==> src/rtl/mem_arb_pkg.sv <==
// Shared types and constants for the instruction/data RAM arbiter.
package mem_arb_pkg;

  // Which requester the RAM read data belongs to in the cycle after a grant.
  typedef enum logic [1:0] {
    OWN_NONE,
    OWN_I,
    OWN_D
  } owner_e;

  // Width of the fetch starvation counter; covers STARVE_LIMIT up to 15.
  localparam int STARVE_CNT_W = 4;

endpackage

==> src/rtl/mem_arbiter.sv <==
// Two-requester arbiter in front of one single-port, byte-write RAM with a
// 1-cycle registered read. The data port (D) has fixed priority over the
// instruction-fetch port (I); a starvation counter force-grants I after
// STARVE_LIMIT consecutive D grants while I waits. Read data is routed to
// the requester granted in the previous cycle.
//
// Optional feature, enabled by defining MEM_ARB_LOCK_EN: a D access with
// d_lock=1 keeps the RAM owned by D (I is blocked, even when forced) until a
// later D access with d_lock=0, so the LSU can do atomic read-modify-write.
// Without the macro d_lock is ignored and no lock state exists.
module mem_arbiter
  import mem_arb_pkg::*;
#(
  parameter int DATA_WIDTH   = 32,
  parameter int DATA_DEPTH   = 4096,
  parameter int ADDR_WIDTH   = $clog2(DATA_DEPTH),
  parameter int STARVE_LIMIT = 4
) (
  input  logic                    clk,
  input  logic                    rst,
  // instruction fetch port
  input  logic                    i_req,
  input  logic [ADDR_WIDTH-1:0]   i_addr,
  output logic                    i_gnt,
  output logic                    i_rvalid,
  output logic [DATA_WIDTH-1:0]   i_rdata,
  // load/store port
  input  logic                    d_req,
  input  logic [DATA_WIDTH/8-1:0] d_we,
  input  logic [ADDR_WIDTH-1:0]   d_addr,
  input  logic [DATA_WIDTH-1:0]   d_wdata,
  input  logic                    d_lock,
  output logic                    d_gnt,
  output logic                    d_rvalid,
  output logic [DATA_WIDTH-1:0]   d_rdata,
  // RAM side
  output logic                    ram_en,
  output logic [DATA_WIDTH/8-1:0] ram_we,
  output logic [ADDR_WIDTH-1:0]   ram_addr,
  output logic [DATA_WIDTH-1:0]   ram_din,
  input  logic [DATA_WIDTH-1:0]   ram_dout
);

  localparam int BE_W = DATA_WIDTH / 8;
  localparam logic [STARVE_CNT_W-1:0] LIMIT = STARVE_CNT_W'(STARVE_LIMIT);

  owner_e                  owner_q, owner_d;
  logic [STARVE_CNT_W-1:0] starve_q, starve_d;
  logic                    force_i;

`ifdef MEM_ARB_LOCK_EN
  logic lock_q, lock_d;
`else
  logic unused_d_lock;
  assign unused_d_lock = d_lock;
`endif

  // Grant: at most one requester per cycle, D first unless I is starving.
  always_comb begin
    force_i = i_req && (starve_q == LIMIT);
`ifdef MEM_ARB_LOCK_EN
    i_gnt   = i_req && (!d_req || force_i) && !lock_q;
`else
    i_gnt   = i_req && (!d_req || force_i);
`endif
    d_gnt   = d_req && !i_gnt;
  end

  // RAM drive from the winning requester; fetches never write.
  always_comb begin
    ram_en   = i_gnt || d_gnt;
    ram_we   = '0;
    ram_addr = i_addr;
    ram_din  = d_wdata;
    if (d_gnt) begin
      ram_we   = d_we;
      ram_addr = d_addr;
    end
  end

  // Next response owner and starvation count.
  always_comb begin
    owner_d  = OWN_NONE;
    starve_d = starve_q;
    if (i_gnt)      owner_d = OWN_I;
    else if (d_gnt) owner_d = OWN_D;

    // Only consecutive D wins against a waiting fetch count; the count holds
    // at the limit when a lock keeps I from taking its forced grant.
    if (i_gnt || !i_req)   starve_d = '0;
    else if (d_gnt)        starve_d = (starve_q == LIMIT) ? LIMIT : starve_q + 1'b1;
  end

  // Response owner and starvation counter registers.
  always_ff @(posedge clk) begin
    if (rst) begin
      owner_q  <= OWN_NONE;
      starve_q <= '0;
    end else begin
      owner_q  <= owner_d;
      starve_q <= starve_d;
    end
  end

`ifdef MEM_ARB_LOCK_EN
  // Lock follows d_lock of every D grant and persists while D is idle.
  always_comb begin
    lock_d = lock_q;
    if (d_gnt) lock_d = d_lock;
  end

  // Lock register.
  always_ff @(posedge clk) begin
    if (rst) lock_q <= 1'b0;
    else     lock_q <= lock_d;
  end
`endif

  // Responses: rvalid follows the registered owner. It is also masked while
  // rst is high so a response in flight when reset hits never shows up.
  always_comb begin
    i_rvalid = (owner_q == OWN_I) && !rst;
    d_rvalid = (owner_q == OWN_D) && !rst;
    i_rdata  = ram_dout;
    d_rdata  = ram_dout;
  end

  // Byte enables must tile the word exactly.
  if (BE_W * 8 != DATA_WIDTH) begin : g_bad_width
    logic unused_bad_data_width;
    assign unused_bad_data_width = 1'b1;
  end

endmodule

==> config.mk <==
export PLATFORM = sky130hd
export DESIGN_NAME = mem_arbiter
export DESIGN_NICKNAME = d
export VERILOG_FILES = /design/src/rtl/mem_arb_pkg.sv /design/src/rtl/mem_arbiter.sv
export SDC_FILE = /design/constraint.sdc
export NUM_CORES = 1
export LEC_CHECK = 0
export CAP_MARGIN = 20
export CORE_AREA = 2 2 82 84
export CTS_CLUSTER_SIZE = 40
export DETAILED_ROUTE_END_ITERATION = 8
export DIE_AREA = 0 0 84 86
export PLACE_DENSITY = 0.76
export SLEW_MARGIN = 40
export SYNTH_ARGS = -nofsm -noshare
export SYNTH_HDL_FRONTEND = slang
export SYNTH_SLANG_ARGS = --single-unit
==> constraint.sdc <==
create_clock -name clk -period 1.75 [get_ports clk]
set_input_delay 0.175 -clock clk [delete_from_list [all_inputs] [get_ports clk]]
set_output_delay 0.175 -clock clk [all_outputs]
set_load 0.05 [all_outputs]
# Word level (Yosys, flattened, before mapping)
# Index checks and enable logic that the tools add are counted.
# W data, S select, Z words.
[classes]
add_sub_neg = 1
n_eq_ne = 3
muxes = 5
n_reduce_logical = 14
[ops]
columns = ["cell", "n"]
rows = [
  ["$mux W12", 1],
  ["$mux W4", 2],
  ["$logic_and A1 B1 Y1", 5],
  ["$add A4 B1 Y4 const B", 1],
  ["$eq A4 B3 Y1 const B", 1],
  ["$logic_not A1 Y1", 4],
  ["$reduce_or A2 Y1", 2],
  ["$logic_or A1 B1 Y1", 3],
  ["$eq A2 B1 Y1 const B", 1],
  ["$eq A2 B2 Y1 const B", 1],
  ["$mux W2", 1],
  ["$mux W1", 1],
]
[word_totals]
reg_bits = 6
inputBits = 97
output_inout_bits = 117
word_cells = 26

# Depth between registers and ports, before layout
# Gate-level depths: netlist (run 1).
[logic_depth]
word_depth = 8
depth_mapped = 7
depth_no_buf = 6

# Least setup slack after synthesis (run 1)
# Ideal clock, no wire load.
[synth_timing]
path_type = "register -> output"
from = "register starve_q[0]"
to = "output ram_we[0]"
arrival_time_ns = 1.530
t_required_ns = 1.575
path_slack_ns = 0.045
stages_incl_launch_ff = 8
cell_sequence = "dfxtp_1 > inv_1 > ha_1 > nand2b_4 > o21ai_4 > buf_12 > inv_4 > and2_1"
[synth_between]
elab_chain_cells = 7
[synth_rtl]
columns = ["item", "line_no", "text"]
rows = [
  ["start, declared", "mem_arbiter.sv:48", "logic [STARVE_CNT_W-1:0] starve_q, starve_d;"],
  ["start signal, assigned", "mem_arbiter.sv:101", "starve_q <= starve_d;"],
  ["$eq A4 B3 Y1", "mem_arbiter.sv:60", "force_i = i_req && (starve_q == LIMIT);"],
  ["$logic_and A1 B1 Y1", "mem_arbiter.sv:60", ""],
  ["$logic_or A1 B1 Y1", "mem_arbiter.sv:64", "i_gnt = i_req && (!d_req || force_i);"],
  ["$logic_and A1 B1 Y1", "mem_arbiter.sv:64", ""],
  ["$logic_not A1 Y1", "mem_arbiter.sv:66", "d_gnt = d_req && !i_gnt;"],
  ["$logic_and A1 B1 Y1", "mem_arbiter.sv:66", ""],
  ["via d_gnt", "mem_arbiter.sv:33", "output logic d_gnt,"],
  ["$mux W4", "mem_arbiter.sv:75", "if (d_gnt) begin"],
  ["end, declared", "mem_arbiter.sv:38", "output logic [DATA_WIDTH/8-1:0] ram_we,"],
]
# The timed path passes the listed nets, and every way through them passes these cells.

# Worst setup path in the final report (run 1)
[layout_timing]
from = "register starve_q[1]"
to = "output ram_addr[10]"
[layout_between]
elab_chain_cells = 7
[layout_rtl]
columns = ["item", "line_no", "text"]
rows = [
  ["$eq A4 B3 Y1", "mem_arbiter.sv:60", ""],
  ["$logic_and A1 B1 Y1", "mem_arbiter.sv:60", ""],
  ["$logic_or A1 B1 Y1", "mem_arbiter.sv:64", ""],
  ["$logic_and A1 B1 Y1", "mem_arbiter.sv:64", ""],
  ["$logic_not A1 Y1", "mem_arbiter.sv:66", ""],
  ["$logic_and A1 B1 Y1", "mem_arbiter.sv:66", ""],
  ["$mux W12", "mem_arbiter.sv:75", ""],
  ["end, declared", "mem_arbiter.sv:39", "output logic [ADDR_WIDTH-1:0] ram_addr,"],
]
# No other way between the ends.

==> results of run 1 <==
==> placed cells by master (no fill, tap or decap), drive strengths merged <==
cell type,count
nor2,5
inv,6
or2,1
nor3,1
o2111ai,1
clkbuf,3
nand2,1
buf,31
nor3b,2
nand2b,1
dfxtp,6
xor2,1
and3,2
mux2,12
and2,5
clkdlybuf4s50,31
o21ai,1
nand3,1
ha,2
==> worst min path at each step <==
stage / startpoint / endpoint / slack [ns] / cells past startpoint
after floorplan: rst / owner_q[1] / 0.25 / 1
after detailed placement: d_wdata[0] / ram_din[0] / 0.35 / 0
after global placement: d_wdata[0] / ram_din[0] / 0.35 / 0
final: ram_dout[17] / i_rdata[17] / 0.35 / 0
after global routing: d_wdata[5] / ram_din[5] / 0.35 / 0
after CTS: d_wdata[0] / ram_din[0] / 0.35 / 0
==> timing repair <==
action                                  in CTS  in global routing
gates cloned                                 1                  0
hold endpoints to repair                     0                  0
hold buffers                                 0                  0
pin swaps                                    6                  0
endpoints found under the setup margin      17                 18
gates resized for setup                     41                  0
setup buffers                                3                  1
==> state kept, by name, summed over array words and instances (netlist names) <==
register / flops
starve_q: 4
owner_q: 2
==> stage by stage <==
| step | utilization [%] | std cells | TNS [ns] | hold WS [ns] |
|---|---|---|---|---|
| 6_report | 22.9 | 190 | -1.13 | 0.350 |
| 5_1_grt | 22.9 | 190 | -2.40 | 0.350 |
| 4_1_cts | 22.8 | 189 | -1.59 | 0.350 |
| 3_3_place_gp | 19.2 | 182 | -0.153 | 0.350 |
| 2_1_floorplan | - | 145 | 0 | 0.247 |
| 3_5_place_dp | 19.2 | 182 | -0.166 | 0.350 |
==> cell families (layout without fill, tap and decap cells) <==
family                   Yosys count  count (layout)  synth area share, %
buffers and inverters            103              71                 63.0
AND/OR/NAND/NOR                   19              19                 9.36
multiplexers                      12              12                 13.0
flip-flops                         6               6                 9.88
adder cells (fa/ha/maj)            2               2                 2.06
AO/OA/AOI/OAI                      2               2                 2.06
XOR/XNOR                           1               1                0.720
==> worst register-to-register path: stages (launching register included) <==
cell and delay, ns:
dfxtp_2 0.31, inv_2 0.06, ha_4 0.14, nand2b_4 0.06, buf_4 0.13, buf_4 0.12
o2111ai_1 0.31, nor3_1 0.11
==> cell type report <==
cell class	instances	area [um2]	share of cell area, %
inverters	6	25.0	1.74
repair buffers	62	778	54.0
multi-input cells	36	378	26.2
well taps	77	96.3	6.69
flip-flops and latches	6	121	8.43
clock buffers	3	41.3	2.87
==> layer usage <==
metal,share of wire [%],global-route usage [%],wire (um),vias to the layer above
met1,28,5.75,761,297
met5,0,0,0,-
met2,48,10.9,1290,62
li1,-,-,-,293
met3,17,5.39,455,35
met4,6.6,6.01,176,0
==> report_power, final <==
part / internal, uW / switching, uW
sequential: 141 / 1.61
combinational: 227 / 187
clock: 147 / 55.0
==> flow_metrics.py, run 1 <==
metrics = {
    "status": {
        "status": "complete, but fails checks",
        "violations": "negative setup slack",
    },
    "critical_path": {
        "rr_worst_depth": 7,
        "cp_max_fo": 7,
        "crit_path_end_kind": "primary output",
        "start_kind": "flip-flop",
        "setup.worst_path.end": "ram_addr[10]",
        "r2r_end": "starve_q[2]",
        "worstPathRequired_ns": 1.57,
        "r2r_slack_ns": 0.38,
        "r2r_start": "starve_q[1]",
        "worstSetupPathDepth": 7,
        "crit_buf_inv": 3,
        "cp_slowest_stage_delay_ns": 0.32,
        "cp_slowest_cell": "mux2_4",
        "crit_type": "flip-flop to primary output",
        "worstPathArrival_ns": 1.67,
        "cp_top_family": "buffers and inverters",
        "critPathLaunch": "starve_q[1]",
        "worstPathCellList": "inv_2, ha_4, nand2b_4, o21ai_4, buf_12, mux2_4, buf_8",
    },
    "synthesis": {
        "synth.area.top_cells": "buf_4 59%, dfxtp_1 9.9%, mux2_4 7.4%",
        "yosysMostFrequentCell": "buf_4",
        "yosysTopAreaCellShare_pct": 59.3,
        "seq_area_frac_synth_pct": 9.88,
        "yosys.area.top_type": "buf_4",
        "synth.avg_cell_area_um2": 8.39,
        "netlist_instances": 145,
        "netlist_top_cells_count": "96 x buf_4, 6 x dfxtp_1, 6 x mux2_2, 6 x mux2_4",
        "yosys_warnings": 0,
        "synth.ff_latch_count": 6,
        "syn_area_um2": 1220,
        "postSynth.asyncResetShare_pct": 0,
        "synth_cell_types": 20,
        "ys.flop_type": "dfxtp_1",
        "synth_edf_count": 0,
        "synth_nets": 244,
    },
    "route": {
        "drt-total-wl_mm": 2.68,
        "drc_errors": 0,
        "first_pass_iters": 4,
        "drt-initial-drc-count": 14,
        "num_vias": 687,
        "wl_per_cell_um": 14.1,
        "vias_per_cell": 3.62,
        "ant_nets": 0,
    },
    "cts": {
        "numCtsBuffers": 3,
        "worstSkewPairLatency_ns": 0.22,
        "clock_sinks": 6,
        "clk_pin_slew_worst_paths_ns": 0.03,
        "cts_tree": "done",
        "htreeDepth": 1,
        "cts_root_buf": "clkbuf_8",
        "cts_max_path_buffers": 2,
    },
    "timing": {
        "finalCritPeriodShare_pct": 105,
        "finalMaxSlewViolations": 0,
        "setup_ws_ns": -0.0915,
        "worst_pin_slew_ns": 0.362,
        "rsz0062_at_grt": "yes",
        "finClkSkew_ns": 0.00180,
        "slew_headroom_pct": 75.8,
        "fin_crit_ns": 1.84,
        "hold_viol_final": 0,
        "max_freq_ghz": 0.543,
        "final-setup-viol-count": 17,
    },
    "worst_hold_path": {
        "min_path_type": "primary input to primary output",
    },
    "cells_and_area": {
        "fillers": 660,
        "stdcell_area_um2": 1440,
        "antenna_cells": 0,
        "drive_gt1_share_pct": 53.1,
        "final_nets": 214,
        "syn_to_final_growth_pct": 18.4,
    },
    "global_routing": {
        "grt_first_pass_wirelength_mm": 3.79,
        "grt_pass1_vias": 680,
        "grt_max_degree": 8,
        "antenna_found_initial": 0,
        "grt-ovfl-total": 0,
        "track_usage_pct": 6.97,
    },
    "die": {
        "core_area_um2": 6280,
        "die_x_um": 84,
        "dieArea_um2": 7220,
        "initial_utilization_pct": 19.4,
        "io_pins": 214,
        "dieHeight_um": 86,
        "fp-row-count": 29,
    },
    "pwr": {
        "ir_worst_vdd_uv": 210,
        "power_density_nw_per_um2": 527,
        "p_total_uw": 759,
        "leakage_uw": 0.000619,
    },
    "flow_run": {
        "maxCapViolations": 0,
    },
    "placement": {
        "dpl_cell_area_um2": 1200,
        "hpwl_mm": 2.02,
        "portBuffers": 52,
        "gp_congestion": 0.707,
        "dp_worst_setup_slack_ns": -0.0363,
    },
}
Power figures use the tool's default switching activity.
==> run 2, diff against run 1 <==
--- a/config.mk
+++ b/config.mk
@@ -5,13 +5,14 @@
 export SDC_FILE = /design/constraint.sdc
 export NUM_CORES = 1
 export LEC_CHECK = 0
-export CAP_MARGIN = 20
+export CAP_MARGIN = 30
 export CORE_AREA = 2 2 82 84
 export CTS_CLUSTER_SIZE = 40
 export DETAILED_ROUTE_END_ITERATION = 8
 export DIE_AREA = 0 0 84 86
-export PLACE_DENSITY = 0.76
+export PLACE_DENSITY = 0.72
 export SLEW_MARGIN = 40
 export SYNTH_ARGS = -nofsm -noshare
 export SYNTH_HDL_FRONTEND = slang
 export SYNTH_SLANG_ARGS = --single-unit
+export TNS_END_PERCENT = 1
==> flow_metrics.py, run 2 (synthesis results as in run 1) <==
metrics = {
    "die": {
        "initial_utilization_pct": 19.4,
        "dieArea_um2": 7220,
        "core_area_um2": 6280,
        "io_pins": 214,
        "dieHeight_um": 86,
        "die_x_um": 84,
        "fp-row-count": 29,
    },
    "placement": {
        "gp_congestion": 0.620,
        "portBuffers": 52,
        "hpwl_mm": 1.85,
        "dp_worst_setup_slack_ns": -0.0303,
    },
    "cts": {
        "cts_max_path_buffers": 2,
        "cts_root_buf": "clkbuf_8",
        "ctsHoldBuffers": 0,
        "htreeDepth": 1,
        "clk_pin_slew_worst_paths_ns": 0.03,
        "cts_tree": "done",
        "numCtsBuffers": 3,
        "clock_sinks": 6,
        "worstSkewPairLatency_ns": 0.22,
    },
    "pwr": {
        "ir_worst_vdd_uv": 275,
        "power_density_nw_per_um2": 532,
        "p_total_uw": 746,
        "leakage_uw": 0.000602,
    },
    "timing": {
        "worst_pin_slew_ns": 0.390,
        "max_freq_ghz": 0.548,
        "setup_ws_ns": -0.0747,
        "slew_headroom_pct": 74.0,
        "finClkSkew_ns": 0.000907,
        "rsz0062_at_grt": "yes",
        "final-setup-viol-count": 16,
        "holdWs_ns": 0.350,
        "finalMaxSlewViolations": 0,
        "fin_crit_ns": 1.82,
        "finalCritPeriodShare_pct": 104,
        "hold_viol_final": 0,
    },
    "route": {
        "drt-total-wl_mm": 2.44,
        "num_vias": 676,
        "vias_per_cell": 3.60,
        "first_pass_iters": 4,
        "drc_errors": 0,
        "ant_nets": 0,
        "wl_per_cell_um": 13.0,
        "drt-initial-drc-count": 5,
    },
    "cells_and_area": {
        "largest_reg_flops": 4,
        "reg_top3": "starve_q: 4 flops, owner_q: 2 flops",
        "final_nets": 212,
        "top_register": "starve_q",
        "syn_to_final_growth_pct": 15.2,
        "layout_common_cells": "31 x clkdlybuf4s50_1, 12 x mux2_4, 10 x buf_12",
        "drive_gt1_share_pct": 53.2,
        "layout_commonest_cell": "clkdlybuf4s50_1",
        "antenna_cells": 0,
        "fillers": 677,
    },
    "flow_run": {
        "maxCapViolations": 0,
    },
    "global_routing": {
        "grt-ovfl-total": 0,
        "grt_max_degree": 8,
        "grt_first_pass_wirelength_mm": 3.72,
        "grt_pass1_vias": 714,
        "antenna_found_initial": 0,
        "track_usage_pct": 6.61,
    },
    "critical_path": {
        "crit_type": "flip-flop to primary output",
        "r2r_slack_ns": 0.50,
        "start_kind": "flip-flop",
        "crit_path_end_kind": "primary output",
        "worstPathArrival_ns": 1.65,
        "cp_max_fo": 7,
        "worstPathRequired_ns": 1.57,
    },
    "worst_hold_path": {
        "min_path_type": "primary input to primary output",
    },
    "status": {
        "violations": "negative setup slack",
        "status": "complete, but fails checks",
    },
}
-- run 2: per-layer routing --
metal	global-route usage, %	part of all wire [%]	vias up
met5	0	0	-
met4	6.16	7.9	0
met3	5.39	19	33
met2	9.02	41	67
met1	6.15	32	289
li1	-	-	287
-- run 2: layout make-up --
type | instances | area, um2 | share of cell area (%)
inverter | 6 | 25.0 | 1.79
timing repair buffer | 60 | 738 | 52.7
tap | 77 | 96.3 | 6.88
clock buffer | 3 | 41.3 | 2.95
multi-input combinational | 36 | 378 | 27.0
sequential | 6 | 123 | 8.75
-- run 2: timing repair --
item,CTS,global route
resized for setup,36,1
pin swaps,3,0
endpoints found under the setup margin,17,17
cloned,1,0
setup buffers,2,0
-- run 2: power by group --
part,total [uW],internal [uW],switching (uW),leakage (uW)
Sequential,143,141,1.62,0.0000498
Clock,203,147,55.5,0.0000216
Combinational,400,218,182,0.000530
Total,746,506,239,0.000602
-- run 2: metrics by stage --
stage / cell area, um2 / cells / setup TNS (ns) / utilization, %
5_1_grt: 1400 / 188 / -1.87 / 22.3
4_1_cts: 1400 / 188 / -1.56 / 22.4
3_3_place_gp: 1200 / 182 / -0.111 / 19.2
2_1_floorplan: 1220 / 145 / 0 / -
3_5_place_dp: 1200 / 182 / -0.167 / 19.2
6_report: 1400 / 188 / -0.724 / 22.3
-- run 2: critical path, cell delays in order (launching register included) --
cell and delay [ns]:
dfxtp_2 0.31, inv_2 0.06, ha_4 0.14, nand2b_4 0.06, o21ai_4 0.20, clkbuf_16 0.20, mux2_4 0.31, buf_12 0.15
-- run 2: worst paths after layout --
kind	startpoint	end	cells past startpoint
worst max-delay path	starve_q[1]	ram_addr[3]	7
worst min register to register	starve_q[0]	starve_q[0]	2
worst min-delay path	d_wdata[19]	ram_din[19]	0
worst max register to register	starve_q[1]	starve_q[2]	6
